## src/rtl/imem_pkg.sv

```systemverilog
// Shared types for the instruction-memory arbiter: owner tags and default widths.
package imem_pkg;

  typedef enum logic {OWN_FETCH = 1'b0, OWN_DBG = 1'b1} owner_e;

  localparam int IMEM_ADDR_W = 32;
  localparam int IMEM_DATA_W = 32;

endpackage

```

## src/rtl/owner_fifo.sv

```systemverilog
// Ownership FIFO: remembers which requester issued each in-flight memory
// request so in-order responses can be steered back. Push is ignored when
// full and pop is ignored when empty, so count never over/underflows.
module owner_fifo
  import imem_pkg::*;
#(
  parameter int DEPTH = 2,
  localparam int PTR_W = (DEPTH > 1) ? $clog2(DEPTH) : 1,
  localparam int CNT_W = $clog2(DEPTH) + 1
) (
  input  logic             clk,
  input  logic             reset,
  input  logic             i_push,
  input  owner_e           i_push_owner,
  input  logic             i_pop,
  output owner_e           o_head,
  output logic             o_full,
  output logic             o_empty,
  output logic [CNT_W-1:0] o_count
);

  owner_e           r_mem [DEPTH];
  logic [PTR_W-1:0] r_wr_ptr;
  logic [PTR_W-1:0] r_rd_ptr;
  logic [CNT_W-1:0] r_count;
  logic             w_push;
  logic             w_pop;

  assign o_full  = (r_count == CNT_W'(DEPTH));
  assign o_empty = (r_count == '0);
  assign o_count = r_count;
  assign o_head  = r_mem[r_rd_ptr];
  assign w_push  = i_push && !o_full;
  assign w_pop   = i_pop && !o_empty;

  // Storage needs no reset: entries are only read while count says valid.
  always_ff @(posedge clk) begin
    if (w_push) r_mem[r_wr_ptr] <= i_push_owner;
  end

  // Pointers wrap modulo DEPTH (DEPTH need not fill the pointer range when 1).
  always_ff @(posedge clk or posedge reset) begin
    if (reset) begin
      r_wr_ptr <= '0;
      r_rd_ptr <= '0;
    end else begin
      if (w_push) r_wr_ptr <= (r_wr_ptr == PTR_W'(DEPTH - 1)) ? '0 : r_wr_ptr + 1'b1;
      if (w_pop)  r_rd_ptr <= (r_rd_ptr == PTR_W'(DEPTH - 1)) ? '0 : r_rd_ptr + 1'b1;
    end
  end

  // Occupancy: simultaneous push and pop leaves the count unchanged.
  always_ff @(posedge clk or posedge reset) begin
    if (reset)                r_count <= '0;
    else if (w_push && !w_pop) r_count <= r_count + 1'b1;
    else if (w_pop && !w_push) r_count <= r_count - 1'b1;
  end

endmodule

```

## src/rtl/imem_arbiter.sv

```systemverilog
// Two-requester arbiter (fetch=0, debug=1) in front of the single imem port.
// Requests pass through combinationally; an ownership FIFO routes in-order
// responses back. Define IMEM_ARB_RR_EN for round-robin arbitration;
// otherwise fetch has fixed priority over debug.
module imem_arbiter
  import imem_pkg::*;
#(
  parameter int MAX_OUTSTANDING = 2,
  parameter int ADDR_W          = IMEM_ADDR_W,
  parameter int DATA_W          = IMEM_DATA_W,
  localparam int CNT_W          = $clog2(MAX_OUTSTANDING) + 1
) (
  input  logic                  clk,
  input  logic                  reset,
  input  logic [1:0]            m_req_valid,
  output logic [1:0]            m_req_ready,
  input  logic [1:0][ADDR_W-1:0] m_req_addr,
  output logic [1:0]            m_resp_valid,
  input  logic [1:0]            m_resp_ready,
  output logic [DATA_W-1:0]     m_resp_data,
  output logic                  s_req_valid,
  input  logic                  s_req_ready,
  output logic [ADDR_W-1:0]     s_req_addr,
  input  logic                  s_resp_valid,
  output logic                  s_resp_ready,
  input  logic [DATA_W-1:0]     s_resp_data,
  output logic [CNT_W-1:0]      outstanding,
  output logic                  err_unexp_resp
);

  logic   r_lock;
  logic   r_lock_id;
  logic   r_last_grant;
  logic   r_err;
  logic   w_grant;
  logic   w_full;
  logic   w_empty;
  logic   w_req_fire;
  logic   w_resp_fire;
  logic   w_head_id;
  owner_e w_head;

  // Grant select: an outstanding stalled request keeps its grant so the
  // address stays stable until it fires; otherwise apply the policy.
  always_comb begin
    w_grant = 1'b0;
    if (r_lock) begin
      w_grant = r_lock_id;
    end else begin
`ifdef IMEM_ARB_RR_EN
      if (m_req_valid == 2'b11) w_grant = ~r_last_grant;
      else                      w_grant = !m_req_valid[0] && m_req_valid[1];
`else
      w_grant = !m_req_valid[0] && m_req_valid[1];
`endif
    end
  end

  assign s_req_valid = m_req_valid[w_grant] && !w_full;
  assign s_req_addr  = m_req_addr[w_grant];
  assign w_req_fire  = s_req_valid && s_req_ready;

  // Only the granted requester can see ready; nothing is accepted while full.
  always_comb begin
    m_req_ready          = 2'b00;
    m_req_ready[w_grant] = s_req_ready && !w_full;
  end

  assign w_head_id    = (w_head == OWN_DBG);
  assign s_resp_ready = m_resp_ready[w_head_id] && !w_empty;
  assign w_resp_fire  = s_resp_valid && s_resp_ready;
  assign m_resp_data  = s_resp_data;

  // Response steering to the FIFO head owner.
  always_comb begin
    m_resp_valid            = 2'b00;
    m_resp_valid[w_head_id] = s_resp_valid && !w_empty;
  end

  // Lock tracking and last-grant history (history only steers round-robin).
  always_ff @(posedge clk or posedge reset) begin
    if (reset) begin
      r_lock       <= 1'b0;
      r_lock_id    <= 1'b0;
      r_last_grant <= 1'b1;
    end else begin
      r_lock       <= s_req_valid && !s_req_ready;
      r_lock_id    <= w_grant;
      r_last_grant <= w_req_fire ? w_grant : r_last_grant;
    end
  end

  // Sticky flag for a response that has no owner to go to.
  always_ff @(posedge clk or posedge reset) begin
    if (reset)                        r_err <= 1'b0;
    else if (s_resp_valid && w_empty) r_err <= 1'b1;
  end

  assign err_unexp_resp = r_err;

  owner_fifo #(.DEPTH(MAX_OUTSTANDING)) u_owner_fifo (
    .clk          (clk),
    .reset        (reset),
    .i_push       (w_req_fire),
    .i_push_owner (owner_e'(w_grant)),
    .i_pop        (w_resp_fire),
    .o_head       (w_head),
    .o_full       (w_full),
    .o_empty      (w_empty),
    .o_count      (outstanding)
  );

endmodule

```

## config.mk

```make
export PLATFORM = sky130hd
export DESIGN_NAME = imem_arbiter
export DESIGN_NICKNAME = d
export VERILOG_FILES = /design/src/rtl/imem_pkg.sv /design/src/rtl/owner_fifo.sv /design/src/rtl/imem_arbiter.sv
export SDC_FILE = /design/constraint.sdc
export NUM_CORES = 1
export LEC_CHECK = 0
export ABC_AREA = 1
export CAP_MARGIN = 15
export CORE_ASPECT_RATIO = 1.25
export CORE_MARGIN = 2
export CORE_UTILIZATION = 24
export DETAILED_ROUTE_END_ITERATION = 10
export GPL_TIMING_DRIVEN = 0
export PLACE_DENSITY = 0.93
export REMOVE_ABC_BUFFERS = 1
export SKIP_LAST_GASP = 1
export SLEW_MARGIN = 20
export SYNTH_ARGS = -nofsm -noshare
export SYNTH_HDL_FRONTEND = slang
export SYNTH_SLANG_ARGS = --single-unit
```

## constraint.sdc

```tcl
create_clock -name clk -period 1.9 [get_ports clk]
set_input_delay 0.38 -clock clk [delete_from_list [all_inputs] [get_ports clk]]
set_output_delay 0.38 -clock clk [all_outputs]
set_load 0.02 [all_outputs]
```

==> impl_results.md <==
* Dpl cells at approximately 330
* Tot Pwr at roughly 2.0 mW
* Clock transition at path regs at 50 ps
* Leak pwr at 1.22 nW
* Core Area at 0.00476 mm2
* Synth top area share at 34.1%
* Root Buffer: clkbuf_8
* Share of cells above drive strength 1 at ~28%
* Initial antenna violation count at 0
* Most common cell in the synthesized netlist: nand2_1
* Deepest clock path buffer count at 2
* First-pass GRT wire length at 7920 um
* Seq/Total Area, Yosys at about a fifth
* Vias at around 1,600
* Largest net degree at the start of global routing at 18
* Setup crit start kind: flop
* Syn Std Cell Area at 0.00119 mm2
* Nets at around 400
* EDFF count, synth at 2
* Worst Path Arrival at 1500 ps
* Top post-synthesis cells by count: nand2_1 (108), buf_4 (35), inv_1 (12)
* DIE HEIGHT at around 83 um
* Max frequency at 532 MHz
* Grt total ovfl at 0
* Power per cell area at around 830 mW/mm2
* Top cells by area, synth: nand2_1 (34%), buf_4 (22%), dfrtp_1 (15%), edfxtp_1 (5.0%), inv_1 (3.8%)
* Dominant synthesized flop cell: dfrtp_1
* Initial Util at 25.0%
* Area grow syn2layout at 99.1%
* Final cell count without fillers at about 360
* TritonCTS clock tree: yes
* Vias in the first global route at 1,624
* Required time of the worst setup path at around 1500 ps
* Tmin final at roughly 1900 ps
* Initial DRC count at 39
* Post-detail-place hpwl at 3990 um
* Worst setup path class: reg2out
* Clk sink count at 9
* Yosys warns at 0
* Final period utilization at about 99%
* Asr flop ratio synth at roughly 78%
* Hold Buf Count CTS at 0
* Die width at 67.0 um
* Post-Syn Area per Cell at 6.01 um2
* # IOs at 177
* Worst hold path class: in2async
* Wire per inst at 15.5 um
* Full die area at approximately 0.0055 mm2
* Max-cap violation count at 0
* RSZ-0062 raised after global routing: yes
* Outcome: finished clean
* Yosys top cell by area: nand2_1
* Clock Latency Late Sink at 240 ps
* DR vias/cell at 4.50
* Final Hold Violating Endpoints at 0
* Max H-tree Level at 1
* Std cell rows at 28
* Total track usage at 19.7%
* Routed Antenna Nets at 0
* CP Max Fanout at 6
* CTS Buf Count at 3
* Setup violations, final at 0
* #FFs+latches synth at 9
* First-pass iteration count of the detailed router at 4
* RD Place Congestion at 0.757
* Max-slew violations at 0
* Slew margin rel. at 78.7%
* Syn Inst Count at 198
* DRC Markers at 0
* # port buffers at 112
* Drt total wl at ~5500 um
* Clock Skew at 6.11 ps
* Antenna Diode Count at 0
* Peak VDD IR at 0.000326 V
* CP endpoint kind: primary output
* Worst-margin pin slew at between 300 and 400 ps
* Synth cell types at 25
## cell type report
class | instances | area (um2)
clock buffers | 4 | 45.0
fillers | 470 | 2400
inverters | 14 | 68.8
multi-input cells | 140 | 721
flip-flops and latches | 9 | 235
well taps | 60 | 75.1
repair buffers | 126 | 1200
repair inverters | 2 | 27.5
## cell families (layout without fill, tap and decap cells)
logic type	Yosys count	in the layout	share of synthesized area, %
AO/OA/AOI/OAI	4	4	2.00
XOR/XNOR	2	2	1.47
adder cells (fa/ha/maj)	1	1	1.05
buffers and inverters	52	146	29.5
flip-flops	9	9	19.8
AND/OR/NAND/NOR	130	133	46.2
## stage by stage
stage | setup TNS [ps] | setup WS [ps] | util, % | hold WS [ps] | cell area (um2)
floorplan | 0 | 215 | - | 183 | 893
global placement | -28550 | -888 | 43.9 | 452 | 2090
detailed placement | -29880 | -926 | 43.9 | 459 | 2090
CTS | -30.7 | -30.7 | 48.6 | 387 | 2310
global route | -108 | -32.8 | 49.7 | 422 | 2370
finish | 0 | 21.0 | 49.7 | 374 | 2370
## cells in the final DEF (no fill, tap or decap), types with 4 or more instances in the layout
cell type,Yosys,final
clkdlybuf4s50_1,0,72
nand2_8,0,5
buf_6,3,10
dlygate4sd2_1,0,4
buf_2,0,17
nor2_1,6,5
dfrtp_1,7,7
buf_4,35,14
inv_1,12,11
nand2_2,2,12
buf_12,0,4
nand2_1,108,97
## critical path: stages (launching register included)
cell and delay, ps:
dfrtp_1 380, buf_4 160, nand2_8 80, nand2_8 100, buf_6 150, buf_4 130
nand2_1 50, nand2_1 50, buf_4 150
## worst paths after layout
path / startpoint / endpoint / slack, ps / cells past startpoint
min in group clk: u_owner_fifo.r_wr_ptr / u_owner_fifo.r_wr_ptr / 470 / 2
worst max-delay path: r_lock / s_req_addr[31] / 20 / 8
worst min-delay path: reset / u_owner_fifo.o_count[1] / 370 / 2
worst min register to register: u_owner_fifo.r_wr_ptr / u_owner_fifo.r_wr_ptr / 470 / 2
max in group asynchronous: reset / u_owner_fifo.r_rd_ptr / 1310 / 2
worst max register to register: r_lock / u_owner_fifo.o_count[1] / 110 / 9
## flip-flops by register name, summed over array words and instances, names as in the netlist
| name | cells |
|---|---|
| u_owner_fifo.o_count | 2 |
| u_owner_fifo.r_mem | 2 |
| err_unexp_resp | 1 |
| r_lock | 1 |
| r_lock_id | 1 |
| u_owner_fifo.r_rd_ptr | 1 |
| u_owner_fifo.r_wr_ptr | 1 |
## metal layers
metal  global-route usage, %  part of all wire [%]  wire length [um]  vias to the layer above
met5                    7.29                     0                 0                        -
met4                    3.67                  0.67                37                        0
met3                    11.9                    14               753                        4
met2                    31.7                    45              2500                      117
met1                    21.9                    40              2210                      709
li1                        -                     -                 -                      766
## report_power, final
group	switching [mW]	internal (mW)
clock network	0.0807	0.147
logic	0.785	0.633
registers	0.0498	0.264
## timing repair
item / 4_1_cts / 5_1_grt
endpoints found under the setup margin: 38 / 32
pin swaps: 5 / 6
gates resized for setup: 170 / 37
cloned: 6 / 0
hold endpoints to repair: 0 / 0
buffers inserted: 12 / 1
No activity file was read; power rests on OpenSTA's default activity.
